===== src/rtl/icache_axi4_refill.sv =====
// rtl/icache_axi4_refill.sv - AXI4 read-burst line refill engine for an instruction cache
//
// Purpose: accepts one line-refill request at a time, issues a single AXI4
// INCR (line-aligned) or WRAP (critical-word-first) burst and streams each
// returned beat to the cache line buffer together with its word index.
// Bad RRESP or misplaced RLAST make the completion report err=1; flush aborts
// the refill while still draining the burst from the interconnect.
//
// Ports:
//   aclk, aresetn              clock, asynchronous active-low reset
//   refill_req/addr/ready      miss request handshake (ready high in IDLE)
//   flush                      abort the refill in progress
//   busy                       engine not idle
//   beat_valid/idx/data        beat stream towards the line buffer
//   done, err                  one-cycle completion pulse and its error flag
//   M_AXI_AR*                  AXI4 read-address channel (master)
//   M_AXI_R*                   AXI4 read-data channel (master)

module icache_axi4_refill #(
    parameter int ADDR_WIDTH = 32,
    parameter int DATA_WIDTH = 32,
    parameter int LINE_WORDS = 8,
    parameter int WRAP_MODE  = 0
) (
    input  logic                          aclk,
    input  logic                          aresetn,
    input  logic                          refill_req,
    input  logic [ADDR_WIDTH-1:0]         refill_addr,
    output logic                          refill_ready,
    input  logic                          flush,
    output logic                          busy,
    output logic                          beat_valid,
    output logic [$clog2(LINE_WORDS)-1:0] beat_idx,
    output logic [DATA_WIDTH-1:0]         beat_data,
    output logic                          done,
    output logic                          err,
    output logic [ADDR_WIDTH-1:0]         M_AXI_ARADDR,
    output logic [7:0]                    M_AXI_ARLEN,
    output logic [2:0]                    M_AXI_ARSIZE,
    output logic [1:0]                    M_AXI_ARBURST,
    output logic                          M_AXI_ARLOCK,
    output logic [3:0]                    M_AXI_ARCACHE,
    output logic [2:0]                    M_AXI_ARPROT,
    output logic [3:0]                    M_AXI_ARQOS,
    output logic                          M_AXI_ARVALID,
    input  logic                          M_AXI_ARREADY,
    input  logic [DATA_WIDTH-1:0]         M_AXI_RDATA,
    input  logic [1:0]                    M_AXI_RRESP,
    input  logic                          M_AXI_RLAST,
    input  logic                          M_AXI_RVALID,
    output logic                          M_AXI_RREADY
);

    localparam int IDXW = $clog2(LINE_WORDS);
    // One extra counter bit so the count can sit at LINE_WORDS once the line
    // is complete and further (erroneous) beats keep arriving.
    localparam int CW   = IDXW + 1;
    localparam int SZ   = $clog2(DATA_WIDTH / 8);
    localparam int LB   = $clog2(LINE_WORDS * DATA_WIDTH / 8);

    localparam logic [CW-1:0]         CNT_FULL  = CW'(LINE_WORDS);
    localparam logic [CW-1:0]         CNT_LAST  = CW'(LINE_WORDS - 1);
    localparam logic [ADDR_WIDTH-1:0] LINE_MASK = ~((ADDR_WIDTH'(1) << LB) - ADDR_WIDTH'(1));
    localparam logic [ADDR_WIDTH-1:0] WORD_MASK = ~((ADDR_WIDTH'(1) << SZ) - ADDR_WIDTH'(1));

    typedef enum logic [1:0] {
        S_IDLE  = 2'd0,
        S_AR    = 2'd1,
        S_R     = 2'd2,
        S_DRAIN = 2'd3
    } state_t;

    state_t                  state_q, state_d;
    logic [ADDR_WIDTH-1:0]   araddr_q, araddr_d;
    logic [IDXW-1:0]         start_q, start_d;
    logic [CW-1:0]           cnt_q, cnt_d;
    logic                    serr_q, serr_d;
    logic                    fpend_q, fpend_d;
    logic                    done_q, done_d;
    logic                    derr_q, derr_d;

    logic                    req_accept;
    logic                    r_beat;
    logic                    beat_err;

    assign req_accept = (state_q == S_IDLE) && refill_req && !flush;
    // Beats only count towards the line while in R; DRAIN just sinks data.
    assign r_beat     = (state_q == S_R) && M_AXI_RVALID;
    // RLAST must appear exactly on beat LINE_WORDS-1: catches early RLAST and,
    // once the counter saturates, a missing one.
    assign beat_err   = (M_AXI_RRESP != 2'b00) ||
                        (M_AXI_RLAST != (cnt_q == CNT_LAST));

    // ---------------- FSM: state register ----------------
    always_ff @(posedge aclk or negedge aresetn) begin
        if (!aresetn) begin
            state_q <= S_IDLE;
        end else begin
            state_q <= state_d;
        end
    end

    // ---------------- FSM: next-state logic ----------------
    always_comb begin
        state_d = state_q;
        case (state_q)
            S_IDLE: begin
                if (req_accept) begin
                    state_d = S_AR;
                end
            end
            S_AR: begin
                // ARVALID is never withdrawn; a flush only redirects to DRAIN
                // once the address handshake has happened.
                if (M_AXI_ARREADY) begin
                    state_d = (fpend_q || flush) ? S_DRAIN : S_R;
                end
            end
            S_R: begin
                // A burst ending in the flush cycle is already complete, so
                // return to IDLE rather than wait for an RLAST that will not come.
                if (M_AXI_RVALID && M_AXI_RLAST) begin
                    state_d = S_IDLE;
                end else if (flush) begin
                    state_d = S_DRAIN;
                end
            end
            S_DRAIN: begin
                if (M_AXI_RVALID && M_AXI_RLAST) begin
                    state_d = S_IDLE;
                end
            end
            default: state_d = S_IDLE;
        endcase
    end

    // ---------------- FSM: outputs ----------------
    always_comb begin
        refill_ready  = (state_q == S_IDLE);
        busy          = (state_q != S_IDLE);
        M_AXI_ARVALID = (state_q == S_AR);
        M_AXI_RREADY  = (state_q == S_R) || (state_q == S_DRAIN);
        beat_valid    = r_beat && (cnt_q != CNT_FULL);
    end

    // ---------------- datapath next-state ----------------
    always_comb begin
        araddr_d = araddr_q;
        start_d  = start_q;
        cnt_d    = cnt_q;
        serr_d   = serr_q;
        fpend_d  = fpend_q;
        done_d   = 1'b0;
        derr_d   = 1'b0;

        if (req_accept) begin
            if (WRAP_MODE != 0) begin
                araddr_d = refill_addr & WORD_MASK;
                start_d  = refill_addr[SZ +: IDXW];
            end else begin
                araddr_d = refill_addr & LINE_MASK;
                start_d  = '0;
            end
            cnt_d   = '0;
            serr_d  = 1'b0;
            fpend_d = 1'b0;
        end

        if ((state_q == S_AR) && flush) begin
            fpend_d = 1'b1;
        end

        if (r_beat) begin
            if (cnt_q != CNT_FULL) begin
                cnt_d = cnt_q + CW'(1);
            end
            if (beat_err) begin
                serr_d = 1'b1;
            end
            if (M_AXI_RLAST && !flush) begin
                done_d = 1'b1;
                derr_d = serr_q || beat_err;
            end
        end
    end

    // ---------------- datapath registers ----------------
    always_ff @(posedge aclk or negedge aresetn) begin
        if (!aresetn) begin
            araddr_q <= '0;
            start_q  <= '0;
            cnt_q    <= '0;
            serr_q   <= 1'b0;
            fpend_q  <= 1'b0;
            done_q   <= 1'b0;
            derr_q   <= 1'b0;
        end else begin
            araddr_q <= araddr_d;
            start_q  <= start_d;
            cnt_q    <= cnt_d;
            serr_q   <= serr_d;
            fpend_q  <= fpend_d;
            done_q   <= done_d;
            derr_q   <= derr_d;
        end
    end

    // Index wraps naturally through the IDXW-bit truncation.
    assign beat_idx      = start_q + cnt_q[IDXW-1:0];
    assign beat_data     = M_AXI_RDATA;
    assign done          = done_q;
    assign err           = derr_q;

    assign M_AXI_ARADDR  = araddr_q;
    assign M_AXI_ARLEN   = 8'(LINE_WORDS - 1);
    assign M_AXI_ARSIZE  = 3'(SZ);
    assign M_AXI_ARBURST = (WRAP_MODE != 0) ? 2'b10 : 2'b01;
    assign M_AXI_ARLOCK  = 1'b0;
    assign M_AXI_ARCACHE = 4'b0000;
    assign M_AXI_ARPROT  = 3'b100;
    assign M_AXI_ARQOS   = 4'b0000;

endmodule

===== config.mk =====
export PLATFORM = sky130hd
export DESIGN_NAME = icache_axi4_refill
export DESIGN_NICKNAME = d
export VERILOG_FILES = /design/src/rtl/icache_axi4_refill.sv
export SDC_FILE = /design/constraint.sdc
export NUM_CORES = 1
export LEC_CHECK = 0
export CORE_UTILIZATION = 32
export CTS_CLUSTER_SIZE = 28
export DETAILED_ROUTE_END_ITERATION = 10
export HOLD_SLACK_MARGIN = 0.05
export PLACE_DENSITY = 0.76
export SYNTH_ARGS = -nofsm -noshare
export SYNTH_HDL_FRONTEND = slang
export SYNTH_SLANG_ARGS = --single-unit

===== constraint.sdc =====
create_clock -name aclk -period 1.97 [get_ports aclk]
set_clock_uncertainty 0.1 [all_clocks]
set_input_delay 0.4925 -clock aclk [delete_from_list [all_inputs] [get_ports aclk]]
set_output_delay 0.4925 -clock aclk [all_outputs]
set_load 0.005 [all_outputs]

==> metrics.cfg, run 1 <==
[sta]
layout_min_cycle_time_ns = 1.92
fin_crit_sh_pct = 97.4
fmax_mhz = 521
setup_ws_ns = 0.0503
slew_violations = 0
finalSetupViolations = 0
hold_viol = 0
rsz0062_at_grt = yes
tns_ns = 0

[finish]
syn2layout_area_growth_pct = 31.8
fin_cells = 364
drive_gt1_share_pct = 11.4
diodes = 0
final_area_um2 = 2720
nNetsFinal = 364

[setup_path]
start_kind = register
r2r_slack_ns = 0.14
cp_slowest_cell = clkdlybuf4s50_1
worstReg2RegEnd = serr_q
cp_max_fo = 4
critical_path.endpoint_type = primary output
crit_arrival_ns = 1.33
r2r_start = cnt_q[0]
required_ns = 1.38
crit_chain = nor2_2 > inv_1 > clkdlybuf4s50_1
critPathKind = register to primary output
slowest_delay_ns = 0.44
reg2regPathDepth = 5

[floorplan]
start_util_pct = 34.0
io_pins = 172
die_area_um2 = 6770
die_height_um = 82.3
fp-row-count = 28
coreArea_um2 = 6060
floorplan.die.width_um = 82.3

[pwr]
p_total_mw = 3.37
power_density_nw_per_um2 = 1240
p_leak_nw = 1.37
ir_drop_uv = 651

[synthesis]
synth_edf_count = 0
synth.avg_cell_area_um2 = 8.73
synth_cell_types = 27
async_flop_share_pct = 100
yosys.cell_count.top_type = nand2_1
postSynthCellCount = 236
synth_area_um2 = 2060
yosysWarnings = 0
synth_area_leaders = dfrtp_1 (45%), buf_4 (24%), nand2_1 (16%)
synth_top_area_share_pct = 44.9
netlist_top_cells_count = nand2_1 (86), buf_4 (65), dfrtp_1 (37)
yosysSeqAreaShare_pct = 44.9
synth-seq-cells = 37
ys.flop_type = dfrtp_1
yosysTopAreaCell = dfrtp_1

[route]
drc_errors = 0
finalWirelength_um = 4220
ant_nets = 0
vias_per_cell = 4.23
drt_iter0_drc = 42
num_vias = 1539
routed.top_layer = met4
wl_met3_um = 274
dr_wl_met2_um = 2130
drt-met1-wl_um = 1740
drt-pass1-iter-count = 4
wl_per_cell_um = 11.6

[clock_tree]
cts_tree = done
root_buffer = clkbuf_8
clk_pin_slew_ns = 0.07
cts_sinks = 37
worstSkewPairLatency_ns = 0.28
htree_levels = 2
cts_made_buffers = 5
clock_path_buffers = 2

[global_route]
grt_pass1_vias = 1386
grt_overflow = 0
grt_pass1_wl_um = 6400
grt_max_degree = 23
grt_usage_pct = 12.7
antenna_found_initial = 0

[min_path]
hold_class = input pin to asynchronous set/reset pin

[place]
io_buffers = 72
placed_cells = 352
placed_cell_area_um2 = 2590
post-place-ws_ns = -0.415
gp_congestion = 0.754
hpwl_um = 3230

[status]
outcome = completed

[run]
cap_viol_max_count = 0

-- flip-flops by register name, summed over array words and instances, names as in the netlist --
name          count
err               1
fpend_q           1
serr_q            1
cnt_q             4
M_AXI_ARADDR     27
state_q           2
done              1
-- final cells by class --
| class | count | area, µm² |
|---|---|---|
| clock buffer | 7 | 86.3 |
| fill | 604 | 3340 |
| inverter | 4 | 15.0 |
| multi-input combinational | 149 | 708 |
| sequential | 37 | 927 |
| tap | 75 | 93.8 |
| timing repair buffer | 92 | 886 |
-- metrics by stage --
stage | hold WS [ns] | util [%]
global route | 0.0989 | 44.8
CTS | 0.0733 | 44.5
detailed placement | 0.365 | 42.7
global placement | 0.356 | 42.7
floorplan | 0.0969 | -
finish | 0.0570 | 44.8
-- cell usage in the layout, fill, tap and decap left out, drive strengths merged --
master | netlist | layout
and3b | 2 | 2
nor2b | 1 | 1
clkdlybuf4s50 | 0 | 67
o31ai | 1 | 1
nor4b | 1 | 1
a32o | 2 | 2
a22o | 1 | 1
nand2 | 86 | 86
and4 | 1 | 1
o21a | 2 | 2
nand4 | 1 | 1
clkbuf | 3 | 7
dlymetal6s2s | 0 | 1
buf | 71 | 22
o41a | 1 | 1
dfrtp | 37 | 37
dlygate4sd2 | 0 | 2
or4 | 1 | 1
nand3 | 2 | 2
ha | 2 | 2
o221ai | 1 | 1
mux2i | 2 | 2
or4b | 1 | 1
xor2 | 1 | 1
conb | 2 | 30
a21oi | 5 | 5
nor2 | 5 | 5
inv | 4 | 4
-- layer usage --
layer  up-vias  GRT usage, %
met3         7          3.30
met2        70          22.6
li1        746             -
met1       716          14.3
met4         0          5.79
met5         -             0
-- power by group --
group / switching (mW) / internal (mW)
Combinational: 0.596 / 0.971
Clock: 0.247 / 0.277
Sequential: 0.193 / 1.09
Total: 1.03 / 2.34
-- cells by family after synthesis --
family	Yosys count	share of synthesized area, %
AO/OA/AOI/OAI	13	4.68
XOR/XNOR	1	0.425
adder cells (fa/ha/maj)	2	1.21
buffers and inverters	78	26.7
flip-flops	37	44.9
multiplexers	2	0.972
other	2	0.364
AND/OR/NAND/NOR	101	20.7
-- worst max-delay path, delay by kind of cell (launching register included) --
kind	cells	cell delay, ns
buffers and inverters	2	0.49
DFF	1	0.43
and+or+nand+nor	1	0.13
-- worst max path at each step --
stage / startpoint / cells after the start / end
after detailed placement: M_AXI_RVALID / 4 / beat_valid
after global routing: state_q[1] / 3 / busy
after CTS: state_q[1] / 2 / refill_ready
final: state_q[1] / 3 / busy
after global placement: M_AXI_RVALID / 4 / beat_valid
after floorplan: cnt_q[0] / 4 / serr_q
-- repair_timing --
action / CTS / global route
pin swaps: 1 / 1
endpoints found under the setup margin: 4 / 3
resized for setup: 10 / 1
buffers inserted: 3 / 2
hold buffers: 0 / 0
(Power assumes the default switching activity.)
==> run 2, diff against run 1 <==
CORE_UTILIZATION = 29   (was 32)
PLACE_DENSITY = 0.73   (was 0.76)
clock period = 1.64 ns   (was 1.97 ns; I/O delays follow)
==> run 2 against run 1 <==
Effect of this change: critical path type is now register to register; sequential share of layout area fell by 5.0 points; the flow now finishes with violations (setup timing); sequential cell count did not move; die area rose by 10%; global-route usage barely moved; final cell count rose by 13%; combinational power rose by 52%; critical path depth rose by 4; clock-buffer cell count did not move; non-clock buffer count rose by 28; via count rose by 10%; utilization rose by 1.8 points.
==> metrics.cfg, run 2 (synthesized netlist as in run 1, its figures left out) <==
[status]
outcome = complete, but fails checks  ; was completed
violations = setup timing

[global_route]
grt_pass1_vias = 1608  ; was 1386
grt_max_degree = 38  ; was 23
grt_usage_pct = 12.8  ; was 12.7%
antenna_found_initial = 0  ; unchanged
grt_overflow = 0  ; unchanged
grt_pass1_wl_um = 7400  ; was 6400 µm

[floorplan]
coreArea_um2 = 6830  ; was 6060 µm²
io_pins = 172  ; unchanged
floorplan.die.width_um = 86.3  ; was 82.3 µm
fp-row-count = 30  ; was 28
start_util_pct = 30.2  ; was 34.0%
die_area_um2 = 7450  ; was 6770 µm²
die_height_um = 86.3  ; was 82.3 µm

[sta]
setup_ws_ns = -0.168  ; was 0.0503 ns
slew_violations = 0  ; unchanged
hold_viol = 0  ; unchanged
layout_min_cycle_time_ns = 1.81
finalSetupViolations = 32  ; was 0
fmax_mhz = 553
fin_crit_sh_pct = 110
rsz0062_at_grt = yes  ; unchanged

[setup_path]
worstReg2RegEnd = M_AXI_ARADDR[10]  ; was serr_q
start_kind = register  ; unchanged
slowest_delay_ns = 0.53  ; was 0.44 ns
cp_slowest_cell = or4b_4  ; was clkdlybuf4s50_1
cp_max_fo = 7  ; was 4
critPathTopFamily = simple AND/OR/NAND/NOR gates  ; was buffers and inverters
crit_chain = buf_6 > buf_6 > or4b_4 > buf_12 > buf_12 > nand2_2 > nand2_1  ; was nor2_2 > inv_1 > clkdlybuf4s50_1
required_ns = 1.71  ; was 1.38 ns
critical_path.endpoint_type = register  ; was primary output
reg2regPathDepth = 7  ; was 5
critical_path_depth = 7  ; was 3
crit_arrival_ns = 1.88  ; was 1.33 ns
crit_start = state_q[1]  ; unchanged
critPathBufInv = 4  ; was 2
r2r_start = state_q[1]  ; was cnt_q[0]
critPathKind = register to register  ; was register to primary output
r2r_slack_ns = -0.17  ; was 0.14 ns
setup.worst_path.end = M_AXI_ARADDR[10]  ; was busy

[route]
num_vias = 1695  ; was 1539
vias_per_cell = 4.10  ; was 4.23
drt_iter0_drc = 46  ; was 42
dr_wl_met2_um = 2490  ; was 2130 µm
drc_errors = 0  ; unchanged
wl_per_cell_um = 11.8  ; was 11.6 µm
drt-met1-wl_um = 1960  ; was 1740 µm
finalWirelength_um = 4880  ; was 4220 µm
routed.top_layer = met4  ; unchanged
drt-pass1-iter-count = 3  ; was 4
ant_nets = 0  ; unchanged
wl_met3_um = 345  ; was 274 µm

[place]
io_buffers = 72  ; unchanged
placed_cell_area_um2 = 2680  ; was 2590 µm²
gp_congestion = 0.727  ; was 0.754
hpwl_um = 3230  ; about the same
post-place-ws_ns = -0.576  ; was -0.415 ns

[pwr]
p_total_mw = 4.60  ; was 3.37 mW
p_leak_nw = 1.65  ; was 1.37 nW
ir_drop_uv = 527  ; was 651 µV
power_density_nw_per_um2 = 1450  ; was 1240 nW/µm²

[finish]
layout_common_cells = nand2_1 (47), dfrtp_1 (36), clkdlybuf4s50_1 (34)  ; was nand2_1 (86), clkdlybuf4s50_1 (67), dfrtp_1 (36)
syn2layout_area_growth_pct = 54.5  ; was 31.8%
drive_gt1_share_pct = 33.8  ; was 11.4%
final_area_um2 = 3180  ; was 2720 µm²
fill_cells = 673  ; was 604
diodes = 0  ; unchanged
utilization_pct = 46.6  ; was 44.8%
nNetsFinal = 392  ; was 364
final_common_cell = nand2_1  ; unchanged
largest_reg_flops = 27  ; unchanged

[min_path]
hold_class = input pin to asynchronous set/reset pin  ; unchanged

[clock_tree]
cts_sinks = 37  ; unchanged
clk_pin_slew_ns = 0.07  ; about the same
cts_made_buffers = 5  ; unchanged
cts_tree = done  ; unchanged
clock_path_buffers = 2  ; unchanged
worstSkewPairLatency_ns = 0.28  ; about the same
htree_levels = 2  ; unchanged
root_buffer = clkbuf_8  ; unchanged

[run]
cap_viol_max_count = 0  ; unchanged

==> run 2: cell count changes in the layout (fill, tap and decap cells not counted), moves of 2 or more <==
| cell | change |
|---|---|
| nand2_1 | -39 |
| clkdlybuf4s50_1 | -33 |
| dlygate4sd2_1 | +28 |
| nand2_2 | +26 |
| buf_4 | +13 |
| nand2_4 | +13 |
| buf_6 | +12 |
| buf_12 | +2 |
| buf_2 | +2 |
| clkbuf_2 | +2 |
| ha_1 | -2 |
| ha_4 | +2 |
==> run 2: routing by layer <==
metal / GRT usage (%) / vias up
met5: 0 / -
met4: 6.82 / 0
met3: 3.43 / 16
met2: 22.1 / 84
met1: 14.4 / 789
li1: - / 806
==> run 2: power by group <==
part / internal (mW) / switching (mW)
registers: 1.31 / 0.273
logic: 1.42 / 0.973
clock network: 0.333 / 0.295
==> run 2: what timing repair did <==
item                                    CTS  global route
resized for setup                        80            50
hold buffers                              0             0
pin swaps                                39            14
cloned                                    2             1
endpoints found under the setup margin   60            41
setup buffers                            22             1
hold endpoints to repair                  0             0
==> run 2: layout make-up <==
type	count	area (µm²)	share of cell area (%)
inverter	4	15.0	0.472
multi-input combinational	149	901	28.3
clock buffer	7	86.3	2.71
sequential	37	927	29.1
tap	96	120	3.77
timing repair buffer	120	1130	35.6
==> run 2: worst min-delay path by stage <==
stage,to,slack (ns)
after floorplan,M_AXI_ARADDR[10],0.01
after global placement,M_AXI_ARADDR[11],0.36
after detailed placement,M_AXI_ARADDR[26],0.36
after CTS,M_AXI_ARADDR[21],0.08
after global routing,M_AXI_ARADDR[13],0.11
final,M_AXI_ARADDR[21],0.07
==> run 2: worst register-to-register path, cell delays in order, from the launching register on <==
cell	delay, ns
dfrtp_2	0.42
buf_6	0.13
buf_6	0.11
or4b_4	0.53
buf_12	0.17
buf_12	0.15
nand2_2	0.05
nand2_1	0.05
==> run 2: per-stage QoR <==
step / hold slack (ns) / TNS, ns / cells
3_3_place_gp: 0.357 / -10.64 / 382
3_5_place_dp: 0.361 / -11.33 / 382
6_report: 0.0662 / -3.87 / 413
4_1_cts: 0.0848 / -4.68 / 413
5_1_grt: 0.113 / -5.25 / 413
2_1_floorplan: 0.0144 / 0 / 264
==> run 3, diff against run 2 <==
CTS_BUF_LIST = sky130_fd_sc_hd__clkbuf_16   (was default)
SLEW_MARGIN = 20   (was default)
==> run 3 against run 2 <==
Effect of this change: the run still ends with setup timing left; hold slack improved by 0.021 ns; register-to-register slack better by 0.02 ns; global-route usage up 0.22 points; combinational power barely moved; worst setup slack improved by 0.020 ns; critical endpoint is now M_AXI_ARADDR[30]; highest routed layer unchanged.
==> metrics.cfg, run 3 (synthesized netlist as in run 1, its figures left out) <==
[route]
ant_nets = 0  ; unchanged
finalWirelength_um = 4870  ; was 4880 µm
vias_per_cell = 4.12  ; was 4.10
drt_iter0_drc = 59  ; was 46
num_vias = 1699  ; was 1695
drc_errors = 0  ; unchanged
drt-pass1-iter-count = 4  ; was 3
wl_per_cell_um = 11.8  ; about the same

[global_route]
grt_usage_pct = 13.0  ; was 12.8%
grt_max_degree = 38  ; unchanged
grt_pass1_wl_um = 7500  ; was 7400 µm
grt_pass1_vias = 1577  ; was 1608
grt_overflow = 0  ; unchanged
antenna_found_initial = 0  ; unchanged

[pwr]
ir_drop_uv = 587  ; was 527 µV
p_switching_mw = 1.55  ; was 1.54 mW
swShare_pct = 32.1  ; was 33.5%
intPower_mw = 3.28  ; was 3.06 mW
p_seq_share_pct = 33.0  ; was 34.4%
p_leak_nw = 1.71  ; was 1.65 nW
power_density_nw_per_um2 = 1490  ; was 1450 nW/µm²
combPwrFrac_pct = 49.1  ; was 52.0%
clkPwrFrac_pct = 17.9  ; was 13.7%

[sta]
rsz0062_at_grt = yes  ; unchanged
tns_ns = -4.14  ; was -3.87 ns
hold_viol = 0  ; unchanged
finalSetupViolations = 35  ; was 32
timing.hold.ws_ns = 0.0872  ; was 0.0662 ns
layout_min_cycle_time_ns = 1.79  ; was 1.81 ns
slew_violations = 0  ; unchanged
fin_crit_sh_pct = 109  ; was 110%
fmax_mhz = 559  ; was 553 MHz
setup_ws_ns = -0.148  ; was -0.168 ns

[finish]
multi_input_area_um2 = 888  ; was 901 µm²
final_area_um2 = 3250  ; was 3180 µm²
drive_gt1_share_pct = 32.0  ; was 33.8%
final_common_cell = nand2_1  ; unchanged
fill_cells = 664  ; was 673
nNetsFinal = 391  ; was 392
fin_cells = 412  ; was 413
register_area_um2 = 927  ; unchanged
diodes = 0  ; unchanged
syn2layout_area_growth_pct = 57.6  ; was 54.5%
layout_common_cells = nand2_1 (50), dfrtp_1 (36), clkdlybuf4s50_1 (36)  ; was nand2_1 (47), dfrtp_1 (36), clkdlybuf4s50_1 (34)
largest_reg_flops = 27  ; unchanged

[setup_path]
start_kind = register  ; unchanged
r2r_slack_ns = -0.15  ; was -0.17 ns
crit_arrival_ns = 1.85  ; was 1.88 ns
cp_max_fo = 7  ; unchanged
required_ns = 1.70  ; was 1.71 ns
crit_start = state_q[1]  ; unchanged
critPathKind = register to register  ; unchanged
critical_path.endpoint_type = register  ; unchanged
reg2regPathDepth = 7  ; unchanged
worstReg2RegEnd = M_AXI_ARADDR[30]  ; was M_AXI_ARADDR[10]
setup.worst_path.end = M_AXI_ARADDR[30]  ; was M_AXI_ARADDR[10]
r2r_start = state_q[1]  ; unchanged

[run]
cap_viol_max_count = 0  ; unchanged

[floorplan]
floorplan.die.width_um = 86.3  ; unchanged
die_height_um = 86.3  ; unchanged
coreArea_um2 = 6830  ; unchanged
io_pins = 172  ; unchanged
start_util_pct = 30.2  ; unchanged
fp-row-count = 30  ; unchanged
die_area_um2 = 7450  ; unchanged

[clock_tree]
cts_made_buffers = 5  ; unchanged
htree_levels = 2  ; unchanged
clk_pin_slew_ns = 0.05  ; was 0.07 ns
root_buffer = clkbuf_16  ; was clkbuf_8
postCtsHoldBufs = 0  ; unchanged
clock_path_buffers = 2  ; unchanged
worstSkewPairLatency_ns = 0.27  ; was 0.28 ns
cts_tree = done  ; unchanged
cts_sinks = 37  ; unchanged

[min_path]
hold_class = input pin to asynchronous set/reset pin  ; unchanged

[place]
placed_cells = 382  ; unchanged
io_buffers = 72  ; unchanged
gp_congestion = 0.727  ; unchanged
placed_cell_area_um2 = 2680  ; unchanged
hpwl_um = 3230  ; unchanged

[status]
outcome = complete, but fails checks  ; unchanged
violations = setup timing  ; unchanged

[run 3: area by class of cell]
type                       instances  area share [%]
tap                               96            3.70
clock inverter                     2           0.231
sequential                        37            28.5
inverter                           4           0.462
clock buffer                       5            3.85
multi-input combinational        149            27.3
timing repair buffer             119            35.9
[run 3: worst min-delay path by stage]
stage,end,cells past startpoint
floorplan,M_AXI_ARADDR[10],0
global route,cnt_q[0],2
finish,M_AXI_ARADDR[21],2
CTS,M_AXI_ARADDR[21],2
global placement,M_AXI_ARADDR[11],2
detailed placement,M_AXI_ARADDR[26],2
[run 3: what timing repair did]
action | in CTS | in global routing
gates resized for setup | 72 | 49
setup endpoints to repair | 49 | 46
endpoints found under the hold margin | 0 | 0
pin swaps | 37 | 12
gates cloned | 2 | 1
setup buffers | 16 | 4
[run 3: power by group through the flow]
stage	combinational (mW)	clock, mW	sequential [mW]
3_3_place_gp	1.84	0	1.53
6_report	2.38	0.866	1.59
2_1_floorplan	0.759	0	1.57
4_1_cts	2.15	0.904	1.54
5_1_grt	2.60	0.937	1.63
3_5_place_dp	1.90	0	1.54
[run 3: per-layer routing]
layer	global-route usage, %	share of wire (%)
met1	15.0	41
met2	22.0	50
met3	3.43	7.1
met4	7.27	2.1
met5	0	0
[run 3: worst max-delay path, cell delays in order (launching register included)]
cell     delay, ns
dfrtp_2       0.40
buf_6         0.12
buf_6         0.11
or4b_4        0.53
buf_12        0.17
buf_12        0.14
nand2_2       0.05
nand2_1       0.05
[run 3: per-stage QoR]
step / worst slack [ns] / util [%] / total power [mW]
after floorplan: 0.00584 / - / 2.33
after global placement: -0.563 / 39.3 / 3.37
after detailed placement: -0.576 / 39.3 / 3.44
after CTS: -0.152 / 44.6 / 4.59
after global routing: -0.188 / 47.5 / 5.16
final: -0.148 / 47.5 / 4.83
